### src/rtl/aes_round_sequencer.sv
// -----------------------------------------------------------------------------
// aes_round_sequencer
//
// Control FSM for a single, shared, iterative AES round datapath. It accepts
// one 128-bit block per handshake, steps the datapath through the initial
// AddRoundKey, NR-1 full rounds and the final round (no MixColumns), then
// presents the finished block with a valid/ready handshake. Decryption walks
// the key schedule backwards and selects the inverse datapath.
//
// Ports
//   clk         rising-edge clock
//   rst_n       synchronous active-low reset
//   key_ready   expanded key schedule is stable; gates acceptance only
//   in_valid    input block presented
//   in_decrypt  direction of presented block (1 = decrypt), sampled on accept
//   in_ready    block can be accepted this cycle (combinational)
//   st_load     datapath loads its state register at the end of this cycle
//   st_sel      0 = initial AddRoundKey, 1 = full round, 2 = final round
//   rk_idx      round-key index into the key schedule (0..NR)
//   dir_dec     direction of the block in flight
//   out_valid   state register holds a finished block
//   out_ready   consumer takes the block
//   busy        high in every state except IDLE
// -----------------------------------------------------------------------------
module aes_round_sequencer #(
    parameter int NR    = 10,
    parameter int IDX_W = 4
) (
    input  logic             clk,
    input  logic             rst_n,
    input  logic             key_ready,
    input  logic             in_valid,
    input  logic             in_decrypt,
    output logic             in_ready,
    output logic             st_load,
    output logic [1:0]       st_sel,
    output logic [IDX_W-1:0] rk_idx,
    output logic             dir_dec,
    output logic             out_valid,
    input  logic             out_ready,
    output logic             busy
);

    typedef enum logic [2:0] {
        S_IDLE  = 3'd0,
        S_INIT  = 3'd1,
        S_ROUND = 3'd2,
        S_FINAL = 3'd3,
        S_DONE  = 3'd4
    } state_e;

    localparam logic [1:0]       SEL_INIT  = 2'd0;
    localparam logic [1:0]       SEL_ROUND = 2'd1;
    localparam logic [1:0]       SEL_FINAL = 2'd2;
    localparam logic [IDX_W-1:0] NR_IDX    = IDX_W'(NR);
    localparam logic [IDX_W-1:0] LAST_FULL = IDX_W'(NR - 1);
    localparam logic [IDX_W-1:0] IDX_ONE   = IDX_W'(1);

    state_e           state_q, state_d;
    logic [IDX_W-1:0] r_q, r_d;
    logic             dir_q, dir_d;
    // Last driven rk_idx/st_sel, so they hold steady while the datapath idles.
    logic [IDX_W-1:0] rk_q, rk_d;
    logic [1:0]       sel_q, sel_d;
    logic             accept;

    assign dir_dec   = dir_q;
    assign out_valid = (state_q == S_DONE);
    assign busy      = (state_q != S_IDLE);

    always_comb begin
        // NOTE: every signal gets a default first so no path leaves it
        // unassigned; that is what keeps this block free of latches.
        state_d  = state_q;
        r_d      = r_q;
        dir_d    = dir_q;
        st_load  = 1'b0;
        st_sel   = sel_q;
        rk_idx   = rk_q;
        in_ready = key_ready && ((state_q == S_IDLE) ||
                                 ((state_q == S_DONE) && out_ready));
        accept   = in_valid && in_ready;

        unique case (state_q)
            S_IDLE: begin
                if (accept) begin
                    state_d = S_INIT;
                    dir_d   = in_decrypt;
                end
            end
            S_INIT: begin
                st_load = 1'b1;
                st_sel  = SEL_INIT;
                rk_idx  = dir_q ? NR_IDX : '0;
                r_d     = IDX_ONE;
                state_d = S_ROUND;
            end
            S_ROUND: begin
                st_load = 1'b1;
                st_sel  = SEL_ROUND;
                rk_idx  = dir_q ? (NR_IDX - r_q) : r_q;
                r_d     = r_q + IDX_ONE;
                if (r_q == LAST_FULL) begin
                    state_d = S_FINAL;
                end
            end
            S_FINAL: begin
                st_load = 1'b1;
                st_sel  = SEL_FINAL;
                rk_idx  = dir_q ? '0 : NR_IDX;
                state_d = S_DONE;
            end
            S_DONE: begin
                // Accept in the same cycle the result leaves: no idle bubble.
                if (out_ready) begin
                    if (accept) begin
                        state_d = S_INIT;
                        dir_d   = in_decrypt;
                    end else begin
                        state_d = S_IDLE;
                    end
                end
            end
            default: begin
                state_d = S_IDLE;
            end
        endcase

        rk_d  = rk_idx;
        sel_d = st_sel;
    end

    always_ff @(posedge clk) begin
        // NOTE: sequential state uses non-blocking assignments so every flop
        // samples the pre-edge values, independent of statement order.
        if (!rst_n) begin
            state_q <= S_IDLE;
            r_q     <= '0;
            dir_q   <= 1'b0;
            rk_q    <= '0;
            sel_q   <= SEL_INIT;
        end else begin
            state_q <= state_d;
            r_q     <= r_d;
            dir_q   <= dir_d;
            rk_q    <= rk_d;
            sel_q   <= sel_d;
        end
    end

endmodule
### config.mk
export PLATFORM = sky130hd
export DESIGN_NAME = aes_round_sequencer
export DESIGN_NICKNAME = d
export VERILOG_FILES = /design/src/rtl/aes_round_sequencer.sv
export SDC_FILE = /design/constraint.sdc
export NUM_CORES = 1
export LEC_CHECK = 0
export BUFFER_PORTS_ARGS = -buffer_cell sky130_fd_sc_hd__buf_2
export CORE_UTILIZATION = 41
export CTS_CLUSTER_DIAMETER = 60
export CTS_CLUSTER_SIZE = 10
export DETAILED_ROUTE_END_ITERATION = 10
export GPL_TIMING_DRIVEN = 0
export HOLD_SLACK_MARGIN = 0.12
export SETUP_SLACK_MARGIN = 0.05
export SLEW_MARGIN = 20
export SYNTH_ARGS = -nofsm -noshare
export SYNTH_HDL_FRONTEND = slang
export SYNTH_SLANG_ARGS = --single-unit
export TNS_END_PERCENT = 5
### constraint.sdc
create_clock -name clk -period 3.3 [get_ports clk]
set_input_delay 0.33 -clock clk [delete_from_list [all_inputs] [get_ports clk]]
set_output_delay 0.33 -clock clk [all_outputs]
set_load 0.01 [all_outputs]
==> impl_results.md <==
* Run status: finished clean
* Final WS setup at between 1 and 1.5 ns
* Commonest non-fill, non-tap cell in the layout: buf_2
* EDFF count, synth at 0
* Final min period at 1.968 ns
* Net Count, Synth at 109
* DRC Markers at 0
* Vias per Instance at between 5 and 6
* Cts bufs inserted at 3
* Dpl ws at between 1.5 and 2 ns
* Slew HR at just over 70%
* Via count at 778
* Seq cells post-synth at 14
* Buffers on Ports at 16
* Worst-path fanout max at 10
* Die H at 46.95 um
* Clock Root Buffer: clkbuf_4
* CORE AREA at around 0.0018 mm^2
* Worst setup path start: state_q[2]
* Setup_tns at 0 ns
* CP endpoint: rk_idx[1]
* Synthesized area per cell at 8.201 um^2
* Largest family of logic cells by synthesized area: simple AND/OR/NAND/NOR gates
* Most frequent cells in the layout: buf_2 (21), dfxtp_1 (14), nand2_1 (11)
* Final Skew at 0.002706 ns
* Critical Path Sink Type: output pin
* Cell Area, Synth at slightly above 800 um^2
* Final hold vios at 0
* Post-CTS setup buffers at 0
* Async set-reset flop share out of synthesis at 0%
* Later-pin clock latency in the skew report at 0.28 ns
* Gate Count Post-Synth at 101
* Number of global-route vias before repair at 726
* Crit-path slowest cell: dfxtp_1
* Static leakage at around 0.41 nW
* Critical Path AT at 1.64 ns
* Pwr Density at between 300 and 400 mW/mm^2
* Sequential fraction of the synthesis area at 33.84%
* Fin nets at 130
* Critical path cell sequence: buf_2 > o21bai_1 > inv_2 > o22ai_1 > a21oi_1 > buf_2
* CTS Buffer Depth at 2
* VDD IR-drop max at around 0.22 mV
* Antenna viol nets, final at 0
* Highest clock rate at 0.5081 GHz
* DR WL/cell at 13.23 um
* Required @ worst endpoint at 2.97 ns
* Ant diodes at 0
* CTS tree: done
* Share of cells above drive strength 1 at 24.17%
* Reg-to-reg critical path startpoint: state_q[1]
* Area grow syn2layout at 16.16%
* Final wirelength at 1919 um
* Fin. max-slew vios at 0
* Top_reg_cell synth: dfxtp_1
* # H-tree levels at 1
* Overall Power at 0.3486 mW
* Worst R2R Setup Slack at between 1.5 and 2 ns
* GRT overflow at 0
* All-Layer GR Usage at between 20% and 30%
* Max cap viols at 0
* Hold crit path type: input pin to flip-flop
* Kind of start point of the critical path: flip-flop
* Die width at 46.95 um
* Yosys Warn Count at 0
* Compound-Gate Fraction of Synth Area at 24.32%
* Reg-to-reg endpoint: r_q[3]
* Gpl congestion at about 0.83
* Largest net degree at the start of global routing at 11
* Initial DRT Pass Iterations at 4
* Final setup vio count at 0
* Unrepaired setup endpoints after global routing: no
* Final worst-path cycle share at 59.65%
* Simple-Gate Fraction of Synth Area at 26.89%
* Adder-cell area share of the yosys netlist at 3.021%
* Clock-pin slew on the worst setup and hold paths at 0.08 ns
* Worst slew pin tran at 0.4091 ns
* Critical path type: flip-flop to output pin
* Synth cell types at 40
* Synth Area in XOR/XNOR at 3.172%
* Hold WS at 0.2902 ns
* Reg2Reg Depth at 4
* Hpwl dp at around 1300 um
* Max incr delay on CP at 0.36 ns
* Iteration-0 DRC Markers at 18
* Number of gates resized after cts at 0
* Die area at 0.002204 mm^2
* Mux contribution to synthesized area at 2.568%
* Post-CTS Hold Fix Bufs at 0
* # rows at 15
* First-pass GRT wire length at 3291 um
* Initial Utilization at 45.97%
* IO Pins at 17
* Initial antenna violation count at 0
* Clk sinks at 14
* CP most frequent cell: buf_2
==> worst min path at each step <==
stage / startpoint / to / slack, ns / depth (start not counted)
floorplan: rk_q[2] / rk_q[2] / 0.44 / 2
global placement: rk_q[2] / rk_q[2] / 0.46 / 2
detailed placement: rk_q[2] / rk_q[2] / 0.46 / 2
CTS: in_decrypt / dir_dec / 0.29 / 3
global route: in_decrypt / dir_dec / 0.28 / 3
finish: in_decrypt / dir_dec / 0.29 / 3
==> sequential cells by signal, summed over array words and instances (netlist names) <==
signal,cells
r_q,4
rk_q,4
state_q,3
dir_dec,1
sel_q,2
==> cell usage after synthesis, drive strengths merged, types with 2 or more instances <==
cell type	number	area, um^2
a21oi	7	35.03
a41oi	3	26.28
and2	3	18.77
buf	5	25.02
dfxtp	14	280.3
ha	2	25.02
inv	6	22.52
nand2	11	41.29
nand2b	8	50.05
nand3b	3	22.52
nor2	3	11.26
nor2b	3	18.77
nor3	3	15.01
nor4	2	12.51
o21ai	4	20.01
xnor2	2	17.52
==> power breakdown <==
| group | internal (mW) | switching [mW] | leakage, nW |
|---|---|---|---|
| sequential | 0.176 | 0.00622 | 0.114 |
| clock | 0.0424 | 0.0557 | 0.0138 |
| combinational | 0.0296 | 0.0388 | 0.287 |
| total | 0.248 | 0.101 | 0.414 |
==> worst max-delay path, delay by kind of cell (launching register included) <==
kind	cells	cell delay, ns
AO/OA/AOI/OAI	3	0.49
buffers and inverters	3	0.50
flip-flops	1	0.36
==> per-stage QoR <==
step	instances	util, %	instance area [um^2]
floorplan	101	-	828.3
global placement	142	52.15	939.7
detailed placement	142	52.15	939.7
CTS	145	53.40	962.2
global route	145	53.40	962.2
finish	145	53.40	962.2
==> cell families after synthesis <==
family,after synthesis
simple gates,40
compound gates,28
flops,14
buf+inv,12
xor+xnor,3
mux,2
fa+ha+maj,2
==> routing by layer <==
| layer | vias up | track usage (%) | share of wire [%] |
|---|---|---|---|
| li1 | 397 | - | - |
| met1 | 360 | 29.37 | 49 |
| met2 | 16 | 33.06 | 46 |
| met3 | 5 | 5.000 | 2.9 |
| met4 | 0 | 11.43 | 1.9 |
| met5 | - | 0 | 0 |
==> area by class of cell <==
type                       instances  area (um^2)
tap                               25        31.28
multi-input combinational         75        496.7
sequential                        14        280.3
timing repair buffer              16        80.08
clock buffer                       3        22.52
buffer                             6        28.78
inverter                           6        22.52
fill                             191        839.6
No activity file was read; power rests on OpenSTA's default activity.
